## config.mk

```make
export PLATFORM = sky130hd
export DESIGN_NAME = digit_receiver
export DESIGN_NICKNAME = d
export VERILOG_FILES = /design/src/rtl/keylock_pkg.sv /design/src/rtl/input_synchronizer.sv /design/src/rtl/digit_receiver.sv
export SDC_FILE = /design/constraint.sdc
export NUM_CORES = 1
export LEC_CHECK = 0
export ABC_AREA = 1
export CORE_ASPECT_RATIO = 1.25
export CORE_MARGIN = 2
export CORE_UTILIZATION = 55
export CTS_CLUSTER_DIAMETER = 60
export DETAILED_ROUTE_END_ITERATION = 6
export DONT_BUFFER_PORTS = 1
export GPL_TIMING_DRIVEN = 1
export PLACE_DENSITY = 0.7
export REMOVE_ABC_BUFFERS = 1
export SLEW_MARGIN = 10
export SYNTH_ARGS = -nofsm -noshare
export SYNTH_HDL_FRONTEND = slang
export SYNTH_SLANG_ARGS = --single-unit
```

## constraint.sdc

```tcl
create_clock -name hwclk -period 1.75 [get_ports hwclk]
set_input_delay 0.2625 -clock hwclk [delete_from_list [all_inputs] [get_ports hwclk]]
set_output_delay 0.2625 -clock hwclk [all_outputs]
set_load 0.05 [all_outputs]
```

## src/rtl/keylock_pkg.sv

```systemverilog
// Types and constants shared by the keylock digit transmitter and receiver.
package keylock_pkg;
   typedef enum logic [1:0] {IDLE, QUALIFY, HOLD, DRAIN} rx_state_t;

   localparam int DIGIT_W = 3;
   localparam logic [DIGIT_W-1:0] CODE_INVALID = 3'd7;
   localparam int HOLD_TIME_DFLT = 1200000;
endpackage

```

## src/rtl/input_synchronizer.sv

```systemverilog
// Multi-flop synchronizer for a bus of independent asynchronous inputs.
module input_synchronizer #(
   parameter int WIDTH  = 4,
   parameter int STAGES = 2
) (
   input  logic             hwclk,
   input  logic             rst,
   input  logic [WIDTH-1:0] d,
   output logic [WIDTH-1:0] q
);

   logic [WIDTH-1:0] r_sync [STAGES];

   always_ff @(posedge hwclk or posedge rst) begin
      if (rst) begin
         for (int i = 0; i < STAGES; i++) r_sync[i] <= '0;
      end else begin
         r_sync[0] <= d;
         for (int i = 1; i < STAGES; i++) r_sync[i] <= r_sync[i-1];
      end
   end

   assign q = r_sync[STAGES-1];

endmodule

```

## src/rtl/digit_receiver.sv

```systemverilog
// Receives 3-bit digits framed by a held strobe; qualifies strobe length and
// data stability, then pulses valid (accepted digit) or err (rejected frame).
module digit_receiver
   import keylock_pkg::*;
#(
   parameter int HOLD_TIME = HOLD_TIME_DFLT,
   parameter int MIN_HOLD  = HOLD_TIME / 2,
   parameter int MAX_HOLD  = HOLD_TIME * 2,
   parameter int CNT_W     = 32
) (
   input  logic       hwclk,
   input  logic       rst,
   input  logic       in0,
   input  logic       in1,
   input  logic       in2,
   input  logic       controlIn,
   output logic [3:0] num,
   output logic       valid,
   output logic       err,
   output logic       busy
);

   localparam logic [CNT_W-1:0] C_MIN_LAST = CNT_W'(MIN_HOLD - 1);
   localparam logic [CNT_W-1:0] C_MAX      = CNT_W'(MAX_HOLD);

   function automatic logic [CNT_W-1:0] sat_inc(input logic [CNT_W-1:0] v);
      return (v >= C_MAX) ? C_MAX : v + 1'b1;
   endfunction

   logic [3:0]         w_sync_q;
   logic [DIGIT_W-1:0] w_dat;
   logic               w_ctl;
   logic               w_start;
   logic               w_diff;

   rx_state_t          r_state;
   logic [CNT_W-1:0]   r_cnt;
   logic               r_unstable;
   logic [DIGIT_W-1:0] r_cap;

   input_synchronizer #(
      .WIDTH  (4),
      .STAGES (2)
   ) u_sync (
      .hwclk (hwclk),
      .rst   (rst),
      .d     ({in2, in1, in0, controlIn}),
      .q     (w_sync_q)
   );

   assign w_dat   = w_sync_q[3:1];
   assign w_ctl   = w_sync_q[0];
   assign w_start = (r_state == IDLE) && w_ctl;
   assign w_diff  = (w_dat != r_cap);

   // Captured digit is pure data: only meaningful once a frame has started.
   always_ff @(posedge hwclk) begin
      if (w_start) r_cap <= w_dat;
   end

   always_ff @(posedge hwclk or posedge rst) begin
      if (rst) begin
         r_state    <= IDLE;
         r_cnt      <= '0;
         r_unstable <= 1'b0;
         num        <= '0;
         valid      <= 1'b0;
         err        <= 1'b0;
         busy       <= 1'b0;
      end else begin
         valid <= 1'b0;
         err   <= 1'b0;
         case (r_state)
            IDLE: begin
               if (w_ctl) begin
                  r_state    <= QUALIFY;
                  r_cnt      <= CNT_W'(1);
                  r_unstable <= 1'b0;
                  busy       <= 1'b1;
               end
            end
            QUALIFY: begin
               if (!w_ctl) begin
                  r_state <= IDLE;
                  r_cnt   <= '0;
                  busy    <= 1'b0;
               end else begin
                  r_cnt <= sat_inc(r_cnt);
                  if (w_diff) r_unstable <= 1'b1;
                  if (r_cnt == C_MIN_LAST) r_state <= HOLD;
               end
            end
            HOLD: begin
               // Timeout is checked first so it wins over a simultaneous strobe drop.
               if (r_cnt >= C_MAX) begin
                  err     <= 1'b1;
                  r_state <= DRAIN;
               end else if (!w_ctl) begin
                  r_state <= IDLE;
                  r_cnt   <= '0;
                  busy    <= 1'b0;
                  if (r_unstable || (r_cap == CODE_INVALID)) begin
                     err <= 1'b1;
                  end else begin
                     num   <= {1'b0, r_cap};
                     valid <= 1'b1;
                  end
               end else begin
                  r_cnt <= sat_inc(r_cnt);
                  if (w_diff) r_unstable <= 1'b1;
               end
            end
            DRAIN: begin
               if (!w_ctl) begin
                  r_state <= IDLE;
                  r_cnt   <= '0;
                  busy    <= 1'b0;
               end
            end
            default: r_state <= IDLE;
         endcase
      end
   end

endmodule

```

# Word level (Yosys, flattened, before mapping)

Index checks and enable logic that the tools add are counted.

Bits in registers: 52
Input bits: 6
Output and inout bits: 7
Word-level logic and storage cells: 65

Add/sub/neg operators: 1
Magnitude comparators: 1
Equal/unequal tests: 10
Multiplexer cells: 30
Bitwise gates (word level): 3
Reductions and logical operators: 10

Operators by type and width:

| operator                                                                 | number |
|---|---|
| 32-bit two-way mux                                                       | 6 |
| 32-bit one-hot mux with 4 select lines                                   | 1 |
| 32-bit by 1-bit adder with 32-bit output (second input constant)         | 1 |
| 32-bit by 20-bit equality test with 1-bit output (second input constant) | 1 |
| 32-bit by 22-bit >= comparator with 1-bit output (second input constant) | 1 |
| 1-bit two-way mux                                                        | 15 |
| 2-bit two-way mux                                                        | 5 |
| 2-bit one-hot mux with 4 select lines                                    | 1 |
| 1-bit one-hot mux with 3 select lines                                    | 2 |
| 3-bit AND reduction                                                      | 2 |
| 2-bit equality test (second input constant)                              | 2 |
| 2-bit != test (second input constant)                                    | 2 |
| 2-bit AND reduction                                                      | 2 |
| 4-bit AND reduction                                                      | 1 |
| 3-bit equality test (second input constant)                              | 1 |
| 3-bit != test                                                            | 1 |
| 3-bit != test (second input constant)                                    | 1 |
| 1-bit inverter                                                           | 3 |
| 3-bit nonzero test                                                       | 1 |
| 2-bit by 1-bit equality test with 1-bit output (second input constant)   | 1 |
| 2-bit zero test                                                          | 1 |
| 2-bit by 1-bit != test with 1-bit output (second input constant)         | 1 |
| 2-bit OR reduction                                                       | 1 |
| 1-bit logical AND                                                        | 1 |
| 1-bit logical OR                                                         | 1 |

# Logic depth before layout (Yosys ltp)

Gate-level depths: netlist of run 1.

Word-level depth: 6
Depth in mapped cells: 12
Depth with buffers taken out: 12

# Cells and area by module

From an unflattened synthesis of run 1, not the netlist that was laid out.

Cells, all modules: 382
Area total of the unflattened synthesis: 2,894.0 sq um

By module, submodules not included:

| module             | instances | cells an instance | area each (sq um) | sequential area each (sq um) |
|---|---|---|---|---|
| digit_receiver     | 1         | 369               | 2,660.1           | 1,116.1 |
| input_synchronizer | 1         | 13                | 234.0             | 200.2 |

# Least setup slack after synthesis of run 1

OpenSTA, ideal clock, no wires.

Path type: reg-to-reg
Start: register r_cnt[0]
End: register r_cnt[18]
Setup time: 0.083 ns
Arrival time: 1.466 ns
Required time: 1.667 ns
Path slack: 0.201 ns
Stages on the path, launching flop included: 12
Buffers on the path: 0
Clock period less this slack: 1.549 ns
Path through: dfrtp_1 ha_1 nand3_1 inv_1 nand2_1 nor2_1 nand3_1 nand2_1 nand2_1 nand2_1 inv_1 o21ai_0

Longest elaborated chain between the ends: 4

RTL lines:

| item                                                                                                         | RTL line                                                         | source |
|---|---|---|
| from (decl)                                                                                                  | digit_receiver.sv:37                                             | `logic [CNT_W-1:0] r_cnt;` |
| from (signal assigned)                                                                                       | digit_receiver.sv:88                                             | `r_cnt <= sat_inc(r_cnt);` |
| from (signal assigned)                                                                                       | digit_receiver.sv:109                                            | `r_cnt <= sat_inc(r_cnt);` |
| 32-bit by 1-bit adder with 32-bit output or 32-bit by 22-bit >= comparator with 1-bit output (tied branches) | digit_receiver.sv:27, digit_receiver.sv:95                       |  |
| 32-bit two-way mux, on equally long branches                                                                 | digit_receiver.sv:83, digit_receiver.sv:98, digit_receiver.sv:27 |  |
| 32-bit two-way mux, on equally long branches                                                                 | digit_receiver.sv:95, digit_receiver.sv:83, digit_receiver.sv:98 |  |
| 32-bit one-hot mux with 4 select lines                                                                       | digit_receiver.sv:73                                             | `case (r_state)` |

Parallel ways exist; a longest one is shown, timed or not. The select of a mux whose other input is x is not followed.
A chain may end at the register's enable or synchronous reset.

# Worst setup path after layout of run 1

Start: register r_cnt[17]
End: register r_cnt[3]

Longest elaborated chain between the ends: 4

RTL lines:

| item                                               | RTL line                                   | source |
|---|---|---|
| 32-bit by 22-bit >= comparator with 1-bit output * | digit_receiver.sv:27, digit_receiver.sv:95 |  |
| 32-bit two-way mux                                 | digit_receiver.sv:27                       | `return (v >= C_MAX) ? C_MAX : v + 1'b1;` |
| 32-bit two-way mux                                 | digit_receiver.sv:83, digit_receiver.sv:98 |  |
| 32-bit one-hot mux with 4 select lines             | digit_receiver.sv:73                       |  |

Every way passes the cells marked *; elsewhere a longest branch is shown, timed or not.

==> impl_metrics.csv, run 1 <==
group,metric,value,unit
status,status,"finished with violations",
status,violations,"negative hold slack",
critical_path,cp.required,1.95,ns
sta,timing.final.crit_share,0.997,
logic_synthesis,netlist_area,2930,sq um
power,clkPwrFrac,0.217,
sta,fin_hold_ws,-0.0125,ns
drt,drtPass1Iterations,4,
logic_synthesis,synth_top_family_by_area,"simple AND/OR/NAND/NOR gates",
critical_path,cp-end-kind,"register",
place,gp_congestion,0.891,
power,power_leakage,1.84,nW
clock_tree,cts_sinks,52,
logic_synthesis,syn_avg_cell_area,7.89,sq um
drt,drt-total-wl,6.14,mm
logic_synthesis,synthMuxAreaShare,0,
drt,wl_per_cell,13.1,um
floorplan,dieArea,5920,sq um
grt,first_global_vias,2314,
sta,drv_slew,0,
power,power.density,1100,nW/um^2
floorplan,io_pins,13,
grt,grt_use_total,0.211,
logic_synthesis,yosysUniqueCellTypes,34,
layout,drive_gt1_frac,0.222,
sta,finalSetupViolations,0,
logic_synthesis,synthAdderAreaFrac,0.0299,
critical_path,critPathArrivalTime,1.94,ns
worst_hold_path,hold_class,"input port to async pin",
clock_tree,htreeDepth,2,
clock_tree,clkLatencyLatePin,0.31,ns
logic_synthesis,synth_compound_area_frac,0.0496,
clock_tree,clk_pin_slew,0.10,ns
logic_synthesis,synth_seq_area_share,0.450,
grt,antenna_found_initial,0,
sta,final_hold_viol_count,30,
logic_synthesis,synth_xor_area_frac,0.0539,
grt,overflow,0,
sta,fmax,0.573,GHz
logic_synthesis,synth_flop_cell,"dfrtp_1",
floorplan,start_util,0.572,
power,irDropWorstVdd,0.927,mV
drt,viasPerCell,5.20,
logic_synthesis,syn-instance-count,371,
critical_path,critical_path_class,"register to register",
power,p_seq_frac,0.416,
floorplan,num_rows,29,
critical_path,start_kind,"register",
sta,min_period,1.74,ns
floorplan,design.core.area,5120,sq um
layout,design_area,3460,sq um
clock_tree,cts_tree,"done",
clock_tree,clockRootBuffer,"clkbuf_8",
layout,syn_to_final_growth,18.1,%
place,io_buffers,0,
sta,finalSetupTns,0,ns
clock_tree,cts_buffer_depth,2,
grt,grt_first_pass_wirelength,10.1,mm
power,p_comb_frac,0.367,
grt,grt_max_degree,50,
floorplan,fp.dieH,85.6,um
place,dp_hpwl,4.22,mm
drt,drt_iter0_markers,112,
drt,vias,2434,
run,drv_cap,0,
place,placed_cell_area,3110,sq um
logic_synthesis,async_flop_share,0.942,
power,swShare,0.396,
floorplan,dieWidth,69.2,um
power,internal_power,0.00229,W
logic_synthesis,synth-simple-area-share,0.334,
power,power_switching,0.00150,W
sta,rsz0062_at_grt,"yes",
clock_tree,cts_inserted_buffers,5,
logic_synthesis,synth-edff-count,3,
sta,tightest_slew,0.598,ns
sta,finalClockSkew,0.0145,ns
sta,relSlewSlack,0.601,
critical_path,path_max_fanout,8,
logic_synthesis,synth-seq-cells,52,
drt,ant_nets,0,
drt,drc,0,
layout,final_nets,418,
logic_synthesis,yosys_warnings,0,
layout,diodes,0,
==> metrics by stage <==
stage | std cells | worst slack (ns) | hold slack (ns) | power, W | util
4_1_cts | 460 | 0.0137 | 0.0133 | 0.00362 | 0.638
6_report | 468 | 0.00578 | -0.0125 | 0.00379 | 0.675
2_1_floorplan | 363 | 0.0402 | 0.294 | 0.00235 | -
5_1_grt | 468 | -0.0921 | 0.0471 | 0.00400 | 0.675
3_3_place_gp | 447 | 0.0522 | 0.294 | 0.00276 | 0.607
3_5_place_dp | 447 | -0.0145 | 0.294 | 0.00277 | 0.607
==> critical path: stages, from the launching register on <==
cell,delay (ns)
dfrtp_1,0.41
o21ai_0,0.26
a21oi_2,0.11
nor2_4,0.14
nand2_2,0.08
nand2_4,0.11
nand3_4,0.18
buf_4,0.23
nand2_1,0.06
o21ai_1,0.06
==> layout make-up <==
cell class                 count  area [sq um]
sequential                    52          1320
fill                         416          1660
inverter                      42           165
timing repair buffer          35           320
multi-input combinational    269          1460
tap                           62          77.6
clock buffer                   5          68.8
clock inverter                 3          42.5
==> flip-flops by register name, indices dropped and copies added (netlist names) <==
signal	count
r_unstable	1
u_sync.r_sync	4
num	3
valid	1
r_state	2
u_sync.q	4
r_cap	3
r_cnt	32
busy	1
err	1
==> cells in the final DEF, fill, tap and decap left out, types with 2 or more instances in the layout <==
master,synthesis,final
nand4_1,6,6
a21oi_1,6,5
buf_4,3,28
o21ai_0,13,11
xnor2_1,7,7
nor2_4,2,2
nor2_2,1,6
o21ai_2,0,4
nand2_1,125,114
dlygate4sd3_1,0,4
o21ai_1,5,3
xor2_1,11,11
clkinv_1,1,2
nand2_4,1,7
clkbuf_16,0,2
ha_1,7,6
inv_2,2,4
nand2_2,6,11
nor3_1,6,6
clkbuf_8,0,5
inv_1,38,36
a21oi_2,1,2
nand3_1,21,21
nor2_1,36,31
edfxtp_1,3,3
nand3_2,9,9
dfrtp_1,49,48
==> kinds of logic after synthesis <==
logic type / count (synthesis)
AOI/OAI and AO/OA: 27
other: 1
DFF: 52
adders and majority gates: 7
xor gates and xnor gates: 18
buffers and inverters: 50
and+or+nand+nor: 216
==> routing by layer <==
layer / vias up / part of all wire / GRT usage / routed length, um
met5: - / 0 / 0 / 0
met4: 0 / 0.015 / 0.0677 / 94
met3: 11 / 0.055 / 0.0306 / 339
met2: 64 / 0.52 / 0.384 / 3210
met1: 1131 / 0.41 / 0.257 / 2500
li1: 1228 / - / - / -
==> power groups by stage <==
stage | combinational (W) | sequential (W) | clock, W
2_1_floorplan | 0.000752 | 0.00160 | 0
3_3_place_gp | 0.00115 | 0.00160 | 0
3_5_place_dp | 0.00117 | 0.00160 | 0
4_1_cts | 0.00120 | 0.00158 | 0.000840
5_1_grt | 0.00154 | 0.00159 | 0.000871
6_report | 0.00139 | 0.00158 | 0.000820
==> what timing repair did <==
action | in CTS | in global routing
gates cloned | 0 | 2
pin swaps | 0 | 8
hold buffers | 4 | 0
setup buffers | 1 | 6
endpoints found under the hold margin | 4 | 0
gates resized for setup | 0 | 33
endpoints found under the setup margin | 3 | 33
==> final timing paths <==
check / from / end / slack, ns / cells after the start
worst min-delay path: rst / u_sync.q[1] / -0.01 / 2
worst min register to register: u_sync.r_sync[4] / u_sync.q[0] / 0.36 / 0
worst max register to register: r_cnt[17] / r_cnt[3] / 0.006 / 9
max in group asynchronous: rst / r_cnt[18] / 1.33 / 2
min in group hwclk: u_sync.r_sync[4] / u_sync.q[0] / 0.36 / 0
worst max-delay path: r_cnt[17] / r_cnt[3] / 0.006 / 9
==> cells in the mapped netlist (2+ instances only) <==
cell | number | share of area
nand2_2 | 6 | 0.013
o21ai_1 | 5 | 0.0085
nand3_1 | 21 | 0.036
buf_6 | 2 | 0.0077
nor3_1 | 6 | 0.010
xor2_1 | 11 | 0.033
a21oi_1 | 6 | 0.010
nand3_2 | 9 | 0.031
dfrtp_1 | 49 | 0.42
buf_4 | 3 | 0.0077
nand2_1 | 125 | 0.16
xnor2_1 | 7 | 0.021
ha_1 | 7 | 0.030
nor2_1 | 36 | 0.046
o21ai_0 | 13 | 0.022
edfxtp_1 | 3 | 0.031
nand4_1 | 6 | 0.013
inv_2 | 2 | 0.0026
inv_1 | 38 | 0.049
nor2_4 | 2 | 0.0077
No activity file was read; power rests on OpenSTA's default activity.
==> run 2, diff against run 1 <==
==> constraint.sdc (replaced) <==
create_clock -name hwclk -period 1.62 [get_ports hwclk]
set_input_delay 0.243 -clock hwclk [delete_from_list [all_inputs] [get_ports hwclk]]
set_output_delay 0.243 -clock hwclk [all_outputs]
set_load 0.05 [all_outputs]
==> run 2 against run 1 <==
  * The flow finishes with violations (negative setup slack)
  * Critical endpoint is now r_cnt[8]
  * Sequential share of layout area increased by 0.64 points
  * Critical path depth increased by 2
  * Final cell count increased by 1.5%
==> impl_metrics.csv, run 2 (same netlist as run 1, synthesis figures left out) <==
group,metric,value,unit
layout,drive_gt1_frac,0.199,
critical_path,path_max_fanout,27,
grt,grt_max_degree,28,
power,irDropWorstVdd,0.913,mV
drt,wl_per_cell,12.5,um
critical_path,critical_path_class,"register to register",
drt,viasPerCell,5.04,
floorplan,dieWidth,69.2,um
power,p_comb_frac,0.353,
power,power_switching,0.00153,W
floorplan,num_rows,29,
status,status,"finished with violations",
place,gp_congestion,0.863,
grt,grt_use_total,0.213,
status,violations,"negative setup slack",
sta,drv_slew,0,
power,internal_power,0.00227,W
power,finalPower,0.00380,W
layout,syn_to_final_growth,16.2,%
run,drv_cap,0,
floorplan,io_pins,13,
clock_tree,cts_sinks,52,
drt,drtPass1Iterations,4,
power,power.density,1120,nW/um^2
place,dp_hpwl,4.55,mm
drt,drc,0,
clock_tree,cts_inserted_buffers,5,
worst_hold_path,hold_class,"register to register",
drt,vias,2393,
drt,drt-total-wl,5.96,mm
layout,top_register,"r_cnt",
sta,rsz0062_at_grt,"yes",
layout,largest_reg_flops,32,
power,swShare,0.403,
grt,grt_first_pass_wirelength,10.2,mm
clock_tree,clk_pin_slew,0.09,ns
floorplan,fp.dieH,85.6,um
sta,fmax,0.607,GHz
clock_tree,clkLatencyLatePin,0.29,ns
grt,met2_usage,0.387,
sta,finalClockSkew,0.00558,ns
clock_tree,cts_tree,"done",
clock_tree,clockRootBuffer,"clkbuf_8",
critical_path,cp.required,1.81,ns
sta,fin_ws,-0.0265,ns
sta,timing.final.crit_share,1.02,
floorplan,start_util,0.572,
critical_path,critPathArrivalTime,1.84,ns
clock_tree,cts_buffer_depth,2,
sta,tightest_slew,0.505,ns
layout,diodes,0,
drt,ant_nets,0,
sta,finalSetupViolations,13,
drt,drt_iter0_markers,143,
grt,overflow,0,
sta,fin_hold_ws,0.362,ns
grt,grt_use_met1,0.263,
clock_tree,htreeDepth,2,
critical_path,cp-end-kind,"register",
layout,final_cell_mix,"nand2_1 (124), dfrtp_1 (47), nor2_1 (35)",
power,clkPwrFrac,0.193,
floorplan,dieArea,5920,sq um
layout,final_nets,425,
power,p_seq_frac,0.454,
grt,antenna_found_initial,0,
place,io_buffers,0,
floorplan,design.core.area,5120,sq um
grt,grt.busiest_layer,"met2",
sta,final_hold_viol_count,0,
grt,first_global_vias,2350,
sta,relSlewSlack,0.663,
layout,final_common_cell,"nand2_1",
grt,met3_usage,0.0306,
power,power_leakage,1.77,nW
sta,min_period,1.65,ns
critical_path,start_kind,"register",
run 2: cell count changes in the layout (fill, tap and decap cells not counted), moves of 4 or more:
cell,delta
nand2_2,-4
o21ai_2,-4
nand2_4,-6
o21ai_0,-4
o21ai_1,+8
buf_4,+6
nor2_1,+4
nor2_2,-4
nand2_1,+10
run 2: power groups by stage:
stage / sequential [W] / combinational (W) / clock, W
after floorplan: 0.00173 / 0.000812 / 0
after global placement: 0.00174 / 0.00129 / 0
after detailed placement: 0.00175 / 0.00132 / 0
after CTS: 0.00172 / 0.00133 / 0.000752
after global routing: 0.00175 / 0.00149 / 0.000804
final: 0.00173 / 0.00134 / 0.000733
run 2: area by class of cell:
| cell class | count | area [sq um] |
|---|---|---|
| repair buffers | 42 | 365 |
| inverters | 42 | 163 |
| fillers | 436 | 1710 |
| flip-flops and latches | 52 | 1320 |
| clock buffers | 6 | 72.6 |
| clock inverters | 2 | 16.3 |
| multi-input cells | 269 | 1390 |
| well taps | 62 | 77.6 |
run 2: what timing repair did:
item,in CTS,in global routing
setup buffers,0,1
hold endpoints to repair,27,0
endpoints found under the setup margin,14,39
hold buffers,5,0
pin swaps,1,2
resized for setup,6,10
run 2: path summary, 6_finish.rpt:
check / from / to / slack, ns / cells past startpoint
worst max-delay path: r_cnt[31] / r_cnt[8] / -0.03 / 11
worst min register to register: u_sync.r_sync[4] / u_sync.q[0] / 0.36 / 0
min in group asynchronous: rst / r_cnt[28] / 0.43 / 2
max in group asynchronous: rst / r_cnt[18] / 0.67 / 3
worst min-delay path: u_sync.r_sync[4] / u_sync.q[0] / 0.36 / 0
worst max register to register: r_cnt[31] / r_cnt[8] / -0.03 / 11
run 2: layer usage:
layer	share of wire	up-vias
met5	0	-
met2	0.52	45
li1	-	1240
met3	0.032	6
met4	0.011	0
met1	0.44	1102
run 2: through the flow:
step	std cells	instance area, sq um	utilization	setup TNS (ns)	setup slack [ns]
finish	475	3400	0.665	-0.155	-0.0265
global route	475	3400	0.665	-4.74	-0.172
CTS	474	3380	0.662	-0.0830	-0.0145
detailed placement	461	3240	0.633	-0.0408	-0.0260
global placement	461	3240	0.633	0	0.0188
floorplan	363	2850	-	-1.09	-0.0898
run 2: critical path, cell delays in order (launching register included):
cell	delay [ns]
dfrtp_1	0.39
nor2_1	0.11
nand2_1	0.10
nor2_4	0.14
nand2_2	0.07
nor2_4	0.12
nand2_2	0.08
nand2_4	0.08
nand3_4	0.12
buf_12	0.19
nand2_1	0.09
nand2_2	0.05
